$ cat src/rtl/comb_mem_d1_arbiter_pkg.sv
// Shared types and helpers for the comb_mem_d1 round-robin arbiter.
package comb_mem_arb_pkg;

    typedef enum logic [1:0] {
        IDLE    = 2'd0,
        ACCESS  = 2'd1,
        WAIT_WR = 2'd2,
        DONE    = 2'd3
    } arb_state_e;

    // A write is expected to finish one cycle after write_en; anything longer than this means done was lost.
    localparam int WAIT_WR_MAX = 4;

    // Index width for n requesters, never narrower than one bit.
    function automatic int clog2_min1(input int n);
        int w;
        w = 0;
        for (int i = 0; i < 31; i++) begin
            if ((1 << w) < n) w++;
        end
        return (w < 1) ? 1 : w;
    endfunction

endpackage

$ cat src/rtl/comb_mem_d1_arbiter_rr_pick.sv
// Combinational round-robin picker: first set request strictly after 'last', with wrap-around.
module rr_pick #(
    parameter int NUM_REQ = 2,
    parameter int IDX_W   = 1
) (
    input  logic [NUM_REQ-1:0] req,
    input  logic [IDX_W-1:0]   last,
    output logic [IDX_W-1:0]   winner,
    output logic               valid
);

    logic [IDX_W-1:0] idx;

    // Scanning offsets 1..NUM_REQ makes 'last' itself the lowest priority.
    always_comb begin
        winner = '0;
        valid  = 1'b0;
        idx    = '0;
        for (int k = 1; k <= NUM_REQ; k++) begin
            idx = IDX_W'((int'(last) + k) % NUM_REQ);
            if (!valid && req[idx]) begin
                winner = idx;
                valid  = 1'b1;
            end
        end
    end

endmodule

$ cat src/rtl/comb_mem_d1_arbiter.sv
// Round-robin arbiter sharing one single-port comb_mem_d1 among NUM_REQ go/done requesters.
// Optional simulation checks are enabled with `define COMB_MEM_D1_ARBITER_CHECKS_EN.
module comb_mem_d1_arbiter
    import comb_mem_arb_pkg::*;
#(
    parameter int NUM_REQ  = 2,
    parameter int WIDTH    = 32,
    parameter int SIZE     = 16,
    parameter int IDX_SIZE = 4
) (
    input  logic                         clk,
    input  logic                         reset,
    input  logic [NUM_REQ-1:0]           req_go,
    input  logic [NUM_REQ-1:0]           req_write_en,
    input  logic [NUM_REQ*IDX_SIZE-1:0]  req_addr,
    input  logic [NUM_REQ*WIDTH-1:0]     req_write_data,
    output logic [WIDTH-1:0]             req_read_data,
    output logic [NUM_REQ-1:0]           req_done,
    output logic [IDX_SIZE-1:0]          mem_addr0,
    output logic [WIDTH-1:0]             mem_write_data,
    output logic                         mem_write_en,
    input  logic [WIDTH-1:0]             mem_read_data,
    input  logic                         mem_done,
    output logic [1:0]                   dbg_state
);

    localparam int GW = clog2_min1(NUM_REQ);

    // Handshake: a requester raises req_go[i] with its op/addr/data stable and holds it
    // until req_done[i] pulses for one cycle; req_read_data is valid only in that cycle.
    // Requests are sampled only while IDLE, so a go still high after done is a new request.

    arb_state_e         state_q, state_d;
    logic [GW-1:0]      grant_q, last_q, pick_idx;
    logic               pick_valid;
    logic [WIDTH-1:0]   rdata_q;
    logic [NUM_REQ-1:0] done_q;
    logic               granted_we;

    rr_pick #(
        .NUM_REQ (NUM_REQ),
        .IDX_W   (GW)
    ) u_pick (
        .req    (req_go),
        .last   (last_q),
        .winner (pick_idx),
        .valid  (pick_valid)
    );

    assign mem_addr0      = req_addr[int'(grant_q)*IDX_SIZE +: IDX_SIZE];
    assign mem_write_data = req_write_data[int'(grant_q)*WIDTH +: WIDTH];
    assign granted_we     = req_write_en[grant_q];
    assign req_read_data  = rdata_q;
    assign req_done       = done_q;
    assign dbg_state      = state_q;

    always_comb begin
        state_d      = state_q;
        mem_write_en = 1'b0;
        case (state_q)
            IDLE: begin
                if (pick_valid) state_d = ACCESS;
            end
            ACCESS: begin
                if (granted_we) begin
                    mem_write_en = 1'b1;
                    state_d      = WAIT_WR;
                end else begin
                    state_d = DONE;
                end
            end
            WAIT_WR: begin
                if (mem_done) state_d = DONE;
            end
            DONE: begin
                state_d = IDLE;
            end
            default: begin
                state_d = IDLE;
            end
        endcase
    end

    always_ff @(posedge clk) begin
        if (reset) begin
            state_q <= IDLE;
            grant_q <= '0;
            last_q  <= GW'(NUM_REQ - 1);
            rdata_q <= '0;
            done_q  <= '0;
        end else begin
            state_q <= state_d;
            done_q  <= '0;
            if (state_q == IDLE && pick_valid) grant_q <= pick_idx;
            if (state_q == ACCESS && !granted_we) rdata_q <= mem_read_data;
            // Done is registered so it lines up with the DONE state cycle.
            if (state_d == DONE && state_q != DONE) done_q[grant_q] <= 1'b1;
            if (state_q == DONE) last_q <= grant_q;
        end
    end

`ifdef COMB_MEM_D1_ARBITER_CHECKS_EN
    int wait_cnt;

    always_ff @(posedge clk) begin
        if (reset) begin
            wait_cnt <= 0;
        end else begin
            wait_cnt <= (state_q == WAIT_WR) ? wait_cnt + 1 : 0;
            if ((state_q == ACCESS || state_q == WAIT_WR) && !req_go[grant_q])
                $error("comb_mem_d1_arbiter: req_go[%0d] withdrawn before done", grant_q);
            if (state_q == ACCESS && int'(mem_addr0) >= SIZE)
                $error("comb_mem_d1_arbiter: address %0d out of range (SIZE=%0d)", mem_addr0, SIZE);
            if (state_q == WAIT_WR && wait_cnt >= WAIT_WR_MAX)
                $error("comb_mem_d1_arbiter: memory done not seen after write");
            if (!$onehot0(done_q))
                $error("comb_mem_d1_arbiter: req_done not one-hot");
        end
    end
`endif

endmodule

$ cat config.mk
export PLATFORM = sky130hd
export DESIGN_NAME = comb_mem_d1_arbiter
export DESIGN_NICKNAME = d
export VERILOG_FILES = /design/src/rtl/comb_mem_d1_arbiter_pkg.sv /design/src/rtl/comb_mem_d1_arbiter_rr_pick.sv /design/src/rtl/comb_mem_d1_arbiter.sv
export SDC_FILE = /design/constraint.sdc
export NUM_CORES = 1
export LEC_CHECK = 0
export BUFFER_PORTS_ARGS = -buffer_cell sky130_fd_sc_hd__buf_2
export CAP_MARGIN = 20
export CELL_PAD_IN_SITES_DETAIL_PLACEMENT = 0
export CELL_PAD_IN_SITES_GLOBAL_PLACEMENT = 1
export CORE_MARGIN = 8
export CORE_UTILIZATION = 29
export CTS_CLUSTER_SIZE = 30
export DETAILED_ROUTE_END_ITERATION = 8
export MAX_ROUTING_LAYER = met4
export PLACE_DENSITY = 0.81
export SETUP_SLACK_MARGIN = 0.02
export SLEW_MARGIN = 5
export SYNTH_ARGS = -nofsm -noshare
export SYNTH_HDL_FRONTEND = slang
export SYNTH_SLANG_ARGS = --single-unit
$ cat constraint.sdc
create_clock -name clk -period 3.23 [get_ports clk]
set_input_delay 0.4845 -clock clk [delete_from_list [all_inputs] [get_ports clk]]
set_output_delay 0.4845 -clock clk [all_outputs]
set_load 0.03 [all_outputs]
==> impl_metrics.py <==
metrics = {
    "status": {
        "outcome": "finished, final reports clean",
    },
    "timing": {
        "hold_violations": 0,
        "fin_skew_ns": 0.007101,
        "finalSetupViolations": 0,
        "rsz0062_at_grt": "false",
        "fin_crit_sh": 0.6911,
        "fin_crit_ns": 2.232,
        "fmax_mhz": 448.0,
        "worst_slew_pin_slew_ns": 0.8203,
        "drv_slew": 0,
        "setup_tns_ns": 0,
        "slew_headroom": 0.4531,
        "fin_ws_ns": 0.9977,
    },
    "yosys": {
        "yosysSeqAreaShare": 0.3337,
        "syn_inst": 217,
        "syn_nets": 333,
        "yosysTopAreaCellShare": 0.3337,
        "synth_edf_count": 0,
        "synth_area_leaders": "dfxtp_1, mux2_2, nand4b_1",
        "avgSynthCellArea_sq_um": 10.51,
        "yosysTopAreaCell": "dfxtp_1",
        "yosys_warnings": 0,
        "synth.lib_cells_used.distinct": 28,
        "async_flop_share": 0,
        "synth_flop_cell": "dfxtp_1",
        "synth_seq_cells": 38,
        "synth_area_sq_mm": 0.002280,
    },
    "clock_tree": {
        "htree_levels": 2,
        "post-cts-setup-buffers": 0,
        "cts_resized": 0,
        "clock_latency_ns": 0.28,
        "cts.clk_slew.worst_paths_ns": 0.08,
        "root_buffer": "clkbuf_8",
        "hold_buffers": 0,
        "cts_buffers": 5,
        "cts.sinks": 38,
        "clk_path_buf_depth": 2,
        "cts_tree": "yes",
    },
    "routing": {
        "dr_total_vias": 2273,
        "drc": 0,
        "firstDrtPassIters": 6,
        "viasPerCell": 4.648,
        "totalWireLength_microns": 7802,
        "ant_nets": 0,
        "wire_per_inst_microns": 15.96,
        "drtIter0Drc": 77,
    },
    "cells_and_area": {
        "layout.cells.non_filler": 489,
        "nFillCells": 795,
        "post-route-util": 0.4264,
        "diodes": 0,
        "syn2layout_area_growth_pct": 43.80,
        "drive_gt1_frac": 0.6744,
        "nets": 504,
    },
    "placed_design": {
        "pre_cts_ws_ns": 1.132,
        "dp_hpwl_microns": 6109,
        "numPlacedInstances": 483,
        "io_buffers": 183,
        "gp_congestion": 0.7608,
    },
    "worst_setup_path": {
        "cp.required_ns": 2.75,
        "start_kind": "flip-flop",
        "critPathArrivalTime_ns": 1.75,
        "startpoint": "dbg_state[0]$_SDFF_PP0_",
        "path_class": "flip-flop to output port",
        "r2r_start": "dbg_state[0]$_SDFF_PP0_",
        "crit_fanout": 19,
        "cp-end-kind": "output port",
    },
    "power_and_ir_drop": {
        "power.density_mw_per_mm2": 608.2,
        "totalPowerFinal_mw": 1.994,
        "power.leakage_nw": 1.548,
        "ir_drop_v": 0.0002392,
    },
    "global_route": {
        "grt_pass1_vias": 2474,
        "grt-ovfl-total": 0,
        "grt_usage": 0.1436,
        "grt_max_degree": 69,
        "met1_usage": 0.1714,
        "grt_busiest_layer": "met2",
        "globalRouteMet2Util": 0.2391,
        "met3_usage": 0.03931,
        "antenna_found_initial": 0,
        "grt_pass1_wl_microns": 12790,
    },
    "die": {
        "die_w_microns": 104.7,
        "die_area_sq_mm": 0.01095,
        "num_io_pins": 184,
        "placementRows": 32,
        "die_h_microns": 104.7,
        "initial_utilization": 0.2965,
        "core_area_sq_mm": 0.007687,
    },
    "worst_hold_path": {
        "worstHoldStart": "mem_read_data[20]",
        "hp-class": "primary input to flip-flop",
    },
    "job": {
        "cap_violations": 0,
    },
}
==> worst paths after layout <==
kind / to / slack (ns) / depth (start not counted)
setup reg to reg: req_read_data[23]$_SDFFE_PP0P_ / 1.19 / 3
setup / recovery: mem_write_en / 1.0 / 3
hold / removal: req_read_data[20]$_SDFFE_PP0P_ / 0.46 / 3
hold reg to reg: req_read_data[22]$_SDFFE_PP0P_ / 0.47 / 2
==> layout by cell type (no fill, tap or decap), types with 2 or more instances in the layout <==
cell type  instances
o21ai_2           30
buf_4              3
nor2_1             2
nand2b_1          32
o21ai_0            2
clkbuf_8           6
dfxtp_1           38
mux2_2            36
buf_2            183
ha_1               5
nand4b_1          32
nand2_1            2
nor2b_1            2
inv_1              2
nor3_1             2
==> layout make-up <==
type                            instances  area (sq um)  share of cell area
Multi-Input combinational cell        155          1361              0.4153
Inverter                                2         7.507            0.002290
Clock buffer                            6         82.58             0.02519
Timing Repair Buffer                  186         938.4              0.2863
Sequential cell                        38         760.7              0.2321
Tap cell                              102         127.6             0.03893
==> cells in the mapped netlist (2+ instances only) <==
cell	n
buf_12	3
o21ai_0	2
o21ai_2	30
inv_1	2
nand2b_1	32
dfxtp_1	38
nor3_1	2
clkbuf_1	10
nor2b_1	2
ha_1	5
buf_2	6
mux2_2	36
nand4b_1	32
nor2_1	2
nand2_1	2
==> routing by layer <==
metal,share of wire,up-vias
met3,0.054,7
li1,-,1132
met5,0,-
met1,0.44,1052
met2,0.50,82
met4,0.0083,0
==> state kept, by name, summed over array words and instances, names as in the netlist <==
name,cells
grant_q,1
dbg_state,2
req_read_data,32
req_done,2
last_q,1
==> cell families (layout without fill, tap and decap cells) <==
group	after synthesis	count (layout)	synth area share
mux	37	37	0.1877
compound gates	36	36	0.1361
flops	38	38	0.3337
buf+inv	24	194	0.06916
fa+ha+maj	5	5	0.02744
simple gates	77	77	0.2459
==> metrics by stage <==
stage | instance area, sq um | hold WS, ns
2_1_floorplan | 2280 | 0.5111
5_1_grt | 3278 | 0.4593
3_5_place_dp | 3196 | 0.4611
4_1_cts | 3278 | 0.4542
6_report | 3278 | 0.4635
3_3_place_gp | 3196 | 0.4591
==> power breakdown <==
part | internal [mW] | switching [mW]
Combinational | 0.360 | 0.700
Clock | 0.165 | 0.161
Sequential | 0.556 | 0.0531
Total | 1.08 | 0.913
==> worst max-delay path: stages (launching register included) <==
cell     delay (ns)
dfxtp_1        0.43
ha_1           0.63
and2b_1        0.21
buf_2          0.19
Power figures use the tool's default switching activity.
